==> config.mk <==
export PLATFORM = sky130hd
export DESIGN_NAME = fetch_ctrl
export DESIGN_NICKNAME = d
export VERILOG_FILES = /design/src/rtl/fetch_ctrl_pkg.sv /design/src/rtl/fetch_ctrl_chk.sv /design/src/rtl/fetch_out_buf.sv /design/src/rtl/fetch_ctrl.sv
export SDC_FILE = /design/constraint.sdc
export NUM_CORES = 1
export LEC_CHECK = 0
export CORE_MARGIN = 2
export CORE_UTILIZATION = 47
export DETAILED_ROUTE_END_ITERATION = 10
export PLACE_DENSITY = 0.8
export SLEW_MARGIN = 0
export SYNTH_ARGS = -nofsm -noshare
export SYNTH_HDL_FRONTEND = slang
export SYNTH_SLANG_ARGS = --single-unit
==> constraint.sdc <==
create_clock -name i_clk -period 2.4 [get_ports i_clk]
set_input_delay 0.48 -clock i_clk [delete_from_list [all_inputs] [get_ports i_clk]]
set_output_delay 0.48 -clock i_clk [all_outputs]
set_load 0.005 [all_outputs]
==> src/rtl/fetch_ctrl_pkg.sv <==
// Shared definitions for the pre-IF fetch sequencer: FSM encoding,
// default reset PC and sequential PC increment.
package fetch_ctrl_pkg;

  typedef enum logic [0:0] {
    FS_REQ  = 1'b0,
    FS_WAIT = 1'b1
  } fetch_state_e;

  localparam logic [31:0] RESET_PC_DEFAULT = 32'h1c00_0000;
  localparam logic [31:0] PC_INCR          = 32'd4;

endpackage

==> src/rtl/fetch_ctrl_chk.sv <==
// Protocol checker: the SRAM must never return data while no fetch is outstanding.
module fetch_ctrl_chk (
  input logic i_clk,
  input logic i_rst,
  input logic i_in_wait,
  input logic i_data_ok
);

  a_no_data_ok_in_req: assert property (@(posedge i_clk) disable iff (i_rst)
    !(i_data_ok && !i_in_wait));

endmodule

==> src/rtl/fetch_out_buf.sv <==
// Single-entry instruction buffer between the fetch sequencer and IF.
// Kill beats fill, fill beats consume.
module fetch_out_buf #(
  parameter int ADDR_W = 32
) (
  input  logic              i_clk,
  input  logic              i_rst,
  input  logic              i_fill,
  input  logic [ADDR_W-1:0] i_fill_pc,
  input  logic [31:0]       i_fill_inst,
  input  logic              i_consume,
  input  logic              i_kill,
  output logic              o_valid,
  output logic [ADDR_W-1:0] o_pc,
  output logic [31:0]       o_inst
);

  logic              r_valid;
  logic [ADDR_W-1:0] r_pc;
  logic [31:0]       r_inst;

  // Buffer entry update: pc/inst keep their last value when the entry is killed or drained.
  always_ff @(posedge i_clk) begin
    if (i_rst) begin
      r_valid <= 1'b0;
      r_pc    <= '0;
      r_inst  <= 32'h0;
    end else if (i_kill) begin
      r_valid <= 1'b0;
    end else if (i_fill) begin
      r_valid <= 1'b1;
      r_pc    <= i_fill_pc;
      r_inst  <= i_fill_inst;
    end else if (i_consume) begin
      r_valid <= 1'b0;
    end else begin
      r_valid <= r_valid;
    end
  end

  assign o_valid = r_valid;
  assign o_pc    = r_pc;
  assign o_inst  = r_inst;

endmodule

==> src/rtl/fetch_ctrl.sv <==
// Fetch sequencer: owns the fetch PC, keeps one SRAM fetch outstanding,
// applies branch redirects and drops wrong-path responses.
module fetch_ctrl
  import fetch_ctrl_pkg::*;
#(
  parameter int                ADDR_W   = 32,
  parameter logic [ADDR_W-1:0] RESET_PC = ADDR_W'(RESET_PC_DEFAULT)
) (
  input  logic              i_clk,
  input  logic              i_rst,
  input  logic              i_br_taken,
  input  logic [ADDR_W-1:0] i_br_target,
  input  logic              i_if_allow_in,
  output logic              o_inst_sram_req,
  output logic [ADDR_W-1:0] o_inst_sram_addr,
  input  logic              i_inst_sram_addr_ok,
  input  logic              i_inst_sram_data_ok,
  input  logic [31:0]       i_inst_sram_rdata,
  output logic              o_if_valid,
  output logic [ADDR_W-1:0] o_if_pc,
  output logic [31:0]       o_if_inst
);

  fetch_state_e      r_state;
  fetch_state_e      w_state_nxt;
  logic [ADDR_W-1:0] r_fetch_pc;
  logic [ADDR_W-1:0] r_req_pc;
  logic              r_cancel;
  logic              w_req;
  logic              w_accept;
  logic              w_resp;
  logic              w_fill;
  logic              w_consume;
  logic              w_buf_valid;

  assign w_consume = w_buf_valid & i_if_allow_in;
  assign w_accept  = w_req & i_inst_sram_addr_ok;
  assign w_resp    = (r_state == FS_WAIT) & i_inst_sram_data_ok;
  assign w_fill    = w_resp & ~r_cancel & ~i_br_taken;

  // FSM state register.
  always_ff @(posedge i_clk) begin
    if (i_rst) begin
      r_state <= FS_REQ;
    end else begin
      r_state <= w_state_nxt;
    end
  end

  // FSM next-state logic.
  always_comb begin
    w_state_nxt = r_state;
    case (r_state)
      FS_REQ: begin
        if (w_accept) w_state_nxt = FS_WAIT;
        else          w_state_nxt = FS_REQ;
      end
      FS_WAIT: begin
        if (i_inst_sram_data_ok) w_state_nxt = FS_REQ;
        else                     w_state_nxt = FS_WAIT;
      end
      default: w_state_nxt = FS_REQ;
    endcase
  end

  // FSM outputs: a request is only raised when the buffer is empty or draining this cycle.
  always_comb begin
    w_req = 1'b0;
    case (r_state)
      FS_REQ:  w_req = ~i_rst & (~w_buf_valid | w_consume);
      FS_WAIT: w_req = 1'b0;
      default: w_req = 1'b0;
    endcase
  end

  // PC bookkeeping and wrong-path cancel flag; a redirect always wins for fetch_pc.
  always_ff @(posedge i_clk) begin
    if (i_rst) begin
      r_fetch_pc <= RESET_PC;
      r_req_pc   <= '0;
      r_cancel   <= 1'b0;
    end else begin
      if (i_br_taken) begin
        r_fetch_pc <= i_br_target;
      end else if (w_fill) begin
        r_fetch_pc <= r_req_pc + ADDR_W'(PC_INCR);
      end else begin
        r_fetch_pc <= r_fetch_pc;
      end

      if (w_accept) begin
        r_req_pc <= r_fetch_pc;
      end else begin
        r_req_pc <= r_req_pc;
      end

      if (w_resp) begin
        r_cancel <= 1'b0;
      end else if (i_br_taken && ((r_state == FS_WAIT) || w_accept)) begin
        r_cancel <= 1'b1;
      end else begin
        r_cancel <= r_cancel;
      end
    end
  end

  fetch_out_buf #(.ADDR_W(ADDR_W)) u_out_buf (
    .i_clk       (i_clk),
    .i_rst       (i_rst),
    .i_fill      (w_fill),
    .i_fill_pc   (r_req_pc),
    .i_fill_inst (i_inst_sram_rdata),
    .i_consume   (w_consume),
    .i_kill      (i_br_taken),
    .o_valid     (w_buf_valid),
    .o_pc        (o_if_pc),
    .o_inst      (o_if_inst)
  );

  fetch_ctrl_chk u_chk (
    .i_clk     (i_clk),
    .i_rst     (i_rst),
    .i_in_wait (r_state == FS_WAIT),
    .i_data_ok (i_inst_sram_data_ok)
  );

  assign o_inst_sram_req  = w_req;
  assign o_inst_sram_addr = r_fetch_pc;
  assign o_if_valid       = w_buf_valid;

endmodule

After elaboration in Yosys (flattened, before gate mapping)
Cells that the tools add are included.
- input bits: 70
- word-level logic and storage cells: 35
- flip-flop bits (word level): 131
- bitwise logic cells: 12
- reduce and logical (&&, ||, !) cells: 7
- add/sub/neg operators: 1
- mux-type cells: 8
- operators by type and width (operator ; count):
    $mux W32 ; 2
    $add A32 B3 Y32 const B ; 1
    $and A1 B1 Y1 ; 6
    $not A1 Y1 ; 5
    $mux W1 ; 4
    $pmux W1 S2 ; 2
    $reduce_bool A2 Y1 ; 2
    $reduce_or A2 Y1 ; 2
    $reduce_and A2 Y1 ; 1
    $logic_and A1 B1 Y1 ; 1
    $logic_or A1 B1 Y1 ; 1
    $or A1 B1 Y1 ; 1

Depth between registers and ports, before layout
- depth in word-level cells: 7
- depth in mapped cells: 8

Modules after synthesis
A second synthesis with hierarchy kept.
- cells, all modules: 721
- area, all modules: 6556.3 um2
- modules (own cells, without submodules) (module ; times used ; cells an instance ; area each (um2)):
    fetch_ctrl ; 1 ; 425 ; 3288.2
    fetch_out_buf ; 1 ; 296 ; 3268.1

Least setup slack after synthesis
No wires, ideal clock.
- kind: register to register
- from: register r_req_pc[2]
- to: register r_fetch_pc[28] (netlist: o_inst_sram_addr[28])
- setup time: 0.127 ns
- buffers on the path: 1
- setup slack: 0.615 ns
- period minus slack after synthesis: 1.785 ns
- data arrival time: 1.658 ns
- stages on the path, launching flop included: 8
- data required time: 2.273 ns
- cells stage by stage: dfxtp_1 > ha_1 > and4_1 > buf_4 > nand3_2 > or4_4 > xor2_1 > o21ai_2
- cells in the longest elaborated chain, start to end: 3
- RTL lines (item ; line ; text):
    start, declared ; fetch_ctrl.sv:27 ; logic [ADDR_W-1:0] r_req_pc;
    start signal, assigned ; fetch_ctrl.sv:92 ; r_req_pc <= r_fetch_pc;
    start signal, assigned ; fetch_ctrl.sv:94 ; r_req_pc <= r_req_pc;
    $add A32 B3 Y32 ; fetch_ctrl.sv:86 ; r_fetch_pc <= r_req_pc + ADDR_W'(PC_INCR);
    $mux W32 ; fetch_ctrl.sv:85 ; end else if (w_fill) begin
    $mux W32 ; fetch_ctrl.sv:83 ; if (i_br_taken) begin
    end signal, assigned ; fetch_ctrl.sv:84 ; r_fetch_pc <= i_br_target;
    end signal, assigned ; fetch_ctrl.sv:86 ;
    end signal, assigned ; fetch_ctrl.sv:88 ; r_fetch_pc <= r_fetch_pc;
    end, declared ; fetch_ctrl.sv:26 ; logic [ADDR_W-1:0] r_fetch_pc;
Every way passes these cells. The select of a mux whose other input is x is not followed.
A chain may end at the register's enable or synchronous reset.

Final worst setup path
- from: input port i_if_allow_in
- to: output port o_inst_sram_req
- cells in the longest elaborated chain, start to end: 4
- RTL lines (item ; line ; text):
    start, declared ; fetch_ctrl.sv:13 ; input logic i_if_allow_in,
    $and A1 B1 Y1 ; fetch_ctrl.sv:36 ; assign w_consume = w_buf_valid & i_if_allow_in;
    $or A1 B1 Y1 ; fetch_ctrl.sv:70 ; FS_REQ: w_req = ~i_rst & (~w_buf_valid | w_consume);
    $and A1 B1 Y1 ; fetch_ctrl.sv:70 ;
    $pmux W1 S2 ; fetch_ctrl.sv:69 ; case (r_state)
    end, declared ; fetch_ctrl.sv:14 ; output logic o_inst_sram_req,
Every way passes these cells.

==> results.md <==
* Mapped Nets at 782
* Arr. time, crit path at 1.79 ns
* Hold path endpoint: r_req_pc[16]$_SDFFE_PP0P_
* IR drop worst, VDD at 396 uV
* Initial cell density of the core at 48.0%
* Worst path cell trace: clkdlybuf4s50_1, nand2b_1, nor3b_2, clkdlybuf4s50_1
* Final slew viol count at 0
* Slowest stage delay, CP at 0.54 ns
* Largest area contributor in the synthesized netlist: dfxtp_1
* Total GRT Usage at 25.0%
* First DRT Iteration DRCs at 311
* Number of antenna violations at the first check in global routing at 0
* Post-Syn Area at 5480 um2
* Die Width at around 110 um
* Flop2flop setup slack at slightly above 0.4 ns
* Most used cell, CP: clkdlybuf4s50_1
* Nets@finish at 931
* Met3 usage at 6.48%
* # rows at 39
* Post-CTS setup buffer count at 0
* Number of flops mapped to enable cells by yosys at 0
* Slew headroom at 51.3%
* Drt wl/cell at about 16 um
* Maximum clock rate at 441 MHz
* Final wirelength at around 16000 um
* Routed Antenna Nets at 0
* Routability-driven placement congestion ratio at 0.865
* IO buf count at around 170
* #FFs+latches synth at 131
* Setup TNS Final at 0 ns
* Syn Inst Count at between 700 and 800
* Worst Path Required at 1.92 ns
* CP Max Fanout at 3
* Leakage at 2.85 nW
* Gr busiest metal: met2
* Yosys warnings at 0
* Crit start category: input port
* Pwr/cell area at 684 nW/um2
* R2R Path End: o_inst_sram_addr[28]$_SDFFE_PP1P_
* Hold Startpoint: o_inst_sram_addr[16]$_SDFFE_PP0P_
* Hold Path Depth at 2
* Clk buf depth at 2
* Hold_buf cts at 0
* Worst r2r src: r_req_pc[7]$_SDFFE_PP0P_
* Most used flip-flop cell after synthesis: dfxtp_1
* CTS H-tree depth at 4
* Filler Cell Count at 968
* Area contributors post-synth: dfxtp_1, nand2_1, a21oi_1, nand3_1, clkbuf_1
* Worst-path clk slew at 0.05 ns
* Highest-delay cell along the critical path: clkdlybuf4s50_1
* Routed vias/inst at 5.38
* DP Wirelength at 11100 um
* Worst Hold Class: reg2reg
* Worst-Skew Late Latency at about 0.41 ns
* Ys async rst share at 0%
* Die Area at 12500 um2
* First-pass GRT wire length at 25600 um
* Vias in the first global route at 5320
* Worst Max-Slew Pin Slew at 0.730 ns
* Area growth syn-to-layout at 43.2%
* Clock Root Buffer: clkbuf_16
* Critical path class: in2out
* First-pass iteration count of the detailed router at 5
* I/O pin total at 168
* Largest net degree at the start of global routing at 54
* Period utilization at 94.4%
* Antenna diodes at 0
* Syn_area_per_cell at 7.71 um2
* GR Layer Usage met2 at 42.8%
* Core Region at 11400 um2
* Post_cts resized at 1
* Die H at 112 um
* Final Core Density at 68.7%
* Met1 Use GR at 31.0%
* Setup violations, final at 0
* Share of layout cells above drive strength 1 at 7.11%
* Worst clock skew at 0.0120 ns
* Fin. Hold Viols at 0
* RSZ-0062 raised after global routing: no
* Top-area cell type share of the netlist area at 47.9%
* Vias at 5458
* Congestion Overflow GR at 0
* TritonCTS clock tree: yes
* Max-Cap Viols at 0
* DRC viols at 0
* Minimum clock period at 2.27 ns
* Status: finished, final reports clean
* FF-to-FF path depth at 5
* Sequential fraction of the synthesis area at 47.9%
* Sink Count at 131
* Synth unique cells at 49
* Cts bufs inserted at 17
* Endpoint class of the critical path: output port
==> worst max-delay path: cells and delay by family <==
family | cells | cell delay [ns]
buffers and inverters | 2 | 0.99
and+or+nand+nor | 2 | 0.32
==> report_power, final <==
part           switching (mW)  leakage (nW)  internal (mW)
Sequential             0.0752          1.07           2.25
Combinational           0.207          1.49          0.255
Clock                   0.907         0.290           1.68
==> registers in the layout, indices dropped and copies added (netlist names) <==
name,flops
r_cancel,1
r_req_pc,32
o_inst_sram_addr,32
u_out_buf.o_pc,32
u_out_buf.o_valid,1
r_state,1
u_out_buf.o_inst,32
==> placed cells by master, fill, tap and decap left out, drive strengths merged, types with 2 or more instances in the layout <==
master,instances
clkdlybuf4s50,165
nand4,9
bufinv,3
nor2,30
o31ai,6
nor2b,3
nor3b,4
dfxtp,131
and2,4
or4,2
o31a,4
a211o,4
a211oi,4
a31oi,5
buf,24
o21ai,12
nor4,4
nor3,10
xor2,7
and3,5
clkbuf,22
clkinv,5
a221oi,8
a21oi,94
inv,6
nand2,222
xnor2,9
and4,8
a21o,3
nand3,41
nand2b,3
or3,2
==> synth_stat cells, drive strengths merged, types with 2 or more instances <==
library cell,count
clkbuf,40
o31a,4
nand4,9
o21ai,12
nor2,30
xnor2,9
a21o,3
a31oi,5
xor2,7
a211oi,4
nor3b,4
o31ai,6
a211o,4
nand2,222
nor3,10
dfxtp,131
inv,6
nand2b,3
or4,2
and3,5
a221oi,8
a21oi,94
and4,8
buf,19
and2,4
or3,2
nor4,4
nor2b,3
nand3,41
==> kinds of logic (layout without fill, tap and decap cells) <==
family                     after synthesis  in the layout  synth area share (%)
xor gates and xnor gates                16             16                  2.56
and+or+nand+nor                        350            350                  28.3
AOI/OAI and AO/OA                      146            146                  15.7
DFF                                    131            131                  47.9
adders and majority gates                1              1                 0.228
buffers and inverters                   65            226                  4.95
muxes                                    2              2                 0.388
==> worst max path at each step <==
stage,from,end,slack [ns],cells past startpoint
3_5_place_dp,i_if_allow_in,o_inst_sram_req,0.01,4
2_1_floorplan,r_req_pc[2]$_SDFFE_PP0P_,o_inst_sram_addr[28]$_SDFFE_PP1P_,0.62,7
5_1_grt,i_if_allow_in,o_inst_sram_req,0.08,4
6_report,i_if_allow_in,o_inst_sram_req,0.13,4
3_3_place_gp,i_if_allow_in,o_inst_sram_req,0.07,4
4_1_cts,i_if_allow_in,o_inst_sram_req,0.12,4
==> metal layers <==
metal / wire [um] / share of wire (%) / vias up
li1: - / - / 2709
met1: 6820 / 43 / 2509
met2: 7570 / 48 / 223
met3: 1200 / 7.6 / 17
met4: 176 / 1.1 / 0
met5: 0 / 0 / -
==> through the flow <==
step | total power [mW] | cells | area, um2 | worst slack (ns) | hold slack, ns
4_1_cts | 5.40 | 1015 | 7850 | 0.119 | 0.455
5_1_grt | 5.55 | 1015 | 7850 | 0.0832 | 0.472
6_report | 5.37 | 1015 | 7850 | 0.134 | 0.454
2_1_floorplan | 2.55 | 711 | 5480 | 0.615 | 0.432
3_3_place_gp | 2.81 | 984 | 7250 | 0.0694 | 0.436
3_5_place_dp | 2.82 | 984 | 7250 | 0.0127 | 0.447
==> cell type report <==
cell class              instances  area (um2)  share of cell area [%]
clock buffers                  22         464                    5.91
clock inverters                 9         130                    1.66
inverters                       6        22.5                   0.287
multi-input cells             515        2600                    33.1
flip-flops and latches        131        2620                    33.4
well taps                     143         179                    2.28
repair buffers                189        1830                    23.3
Power figures use the tool's default switching activity.
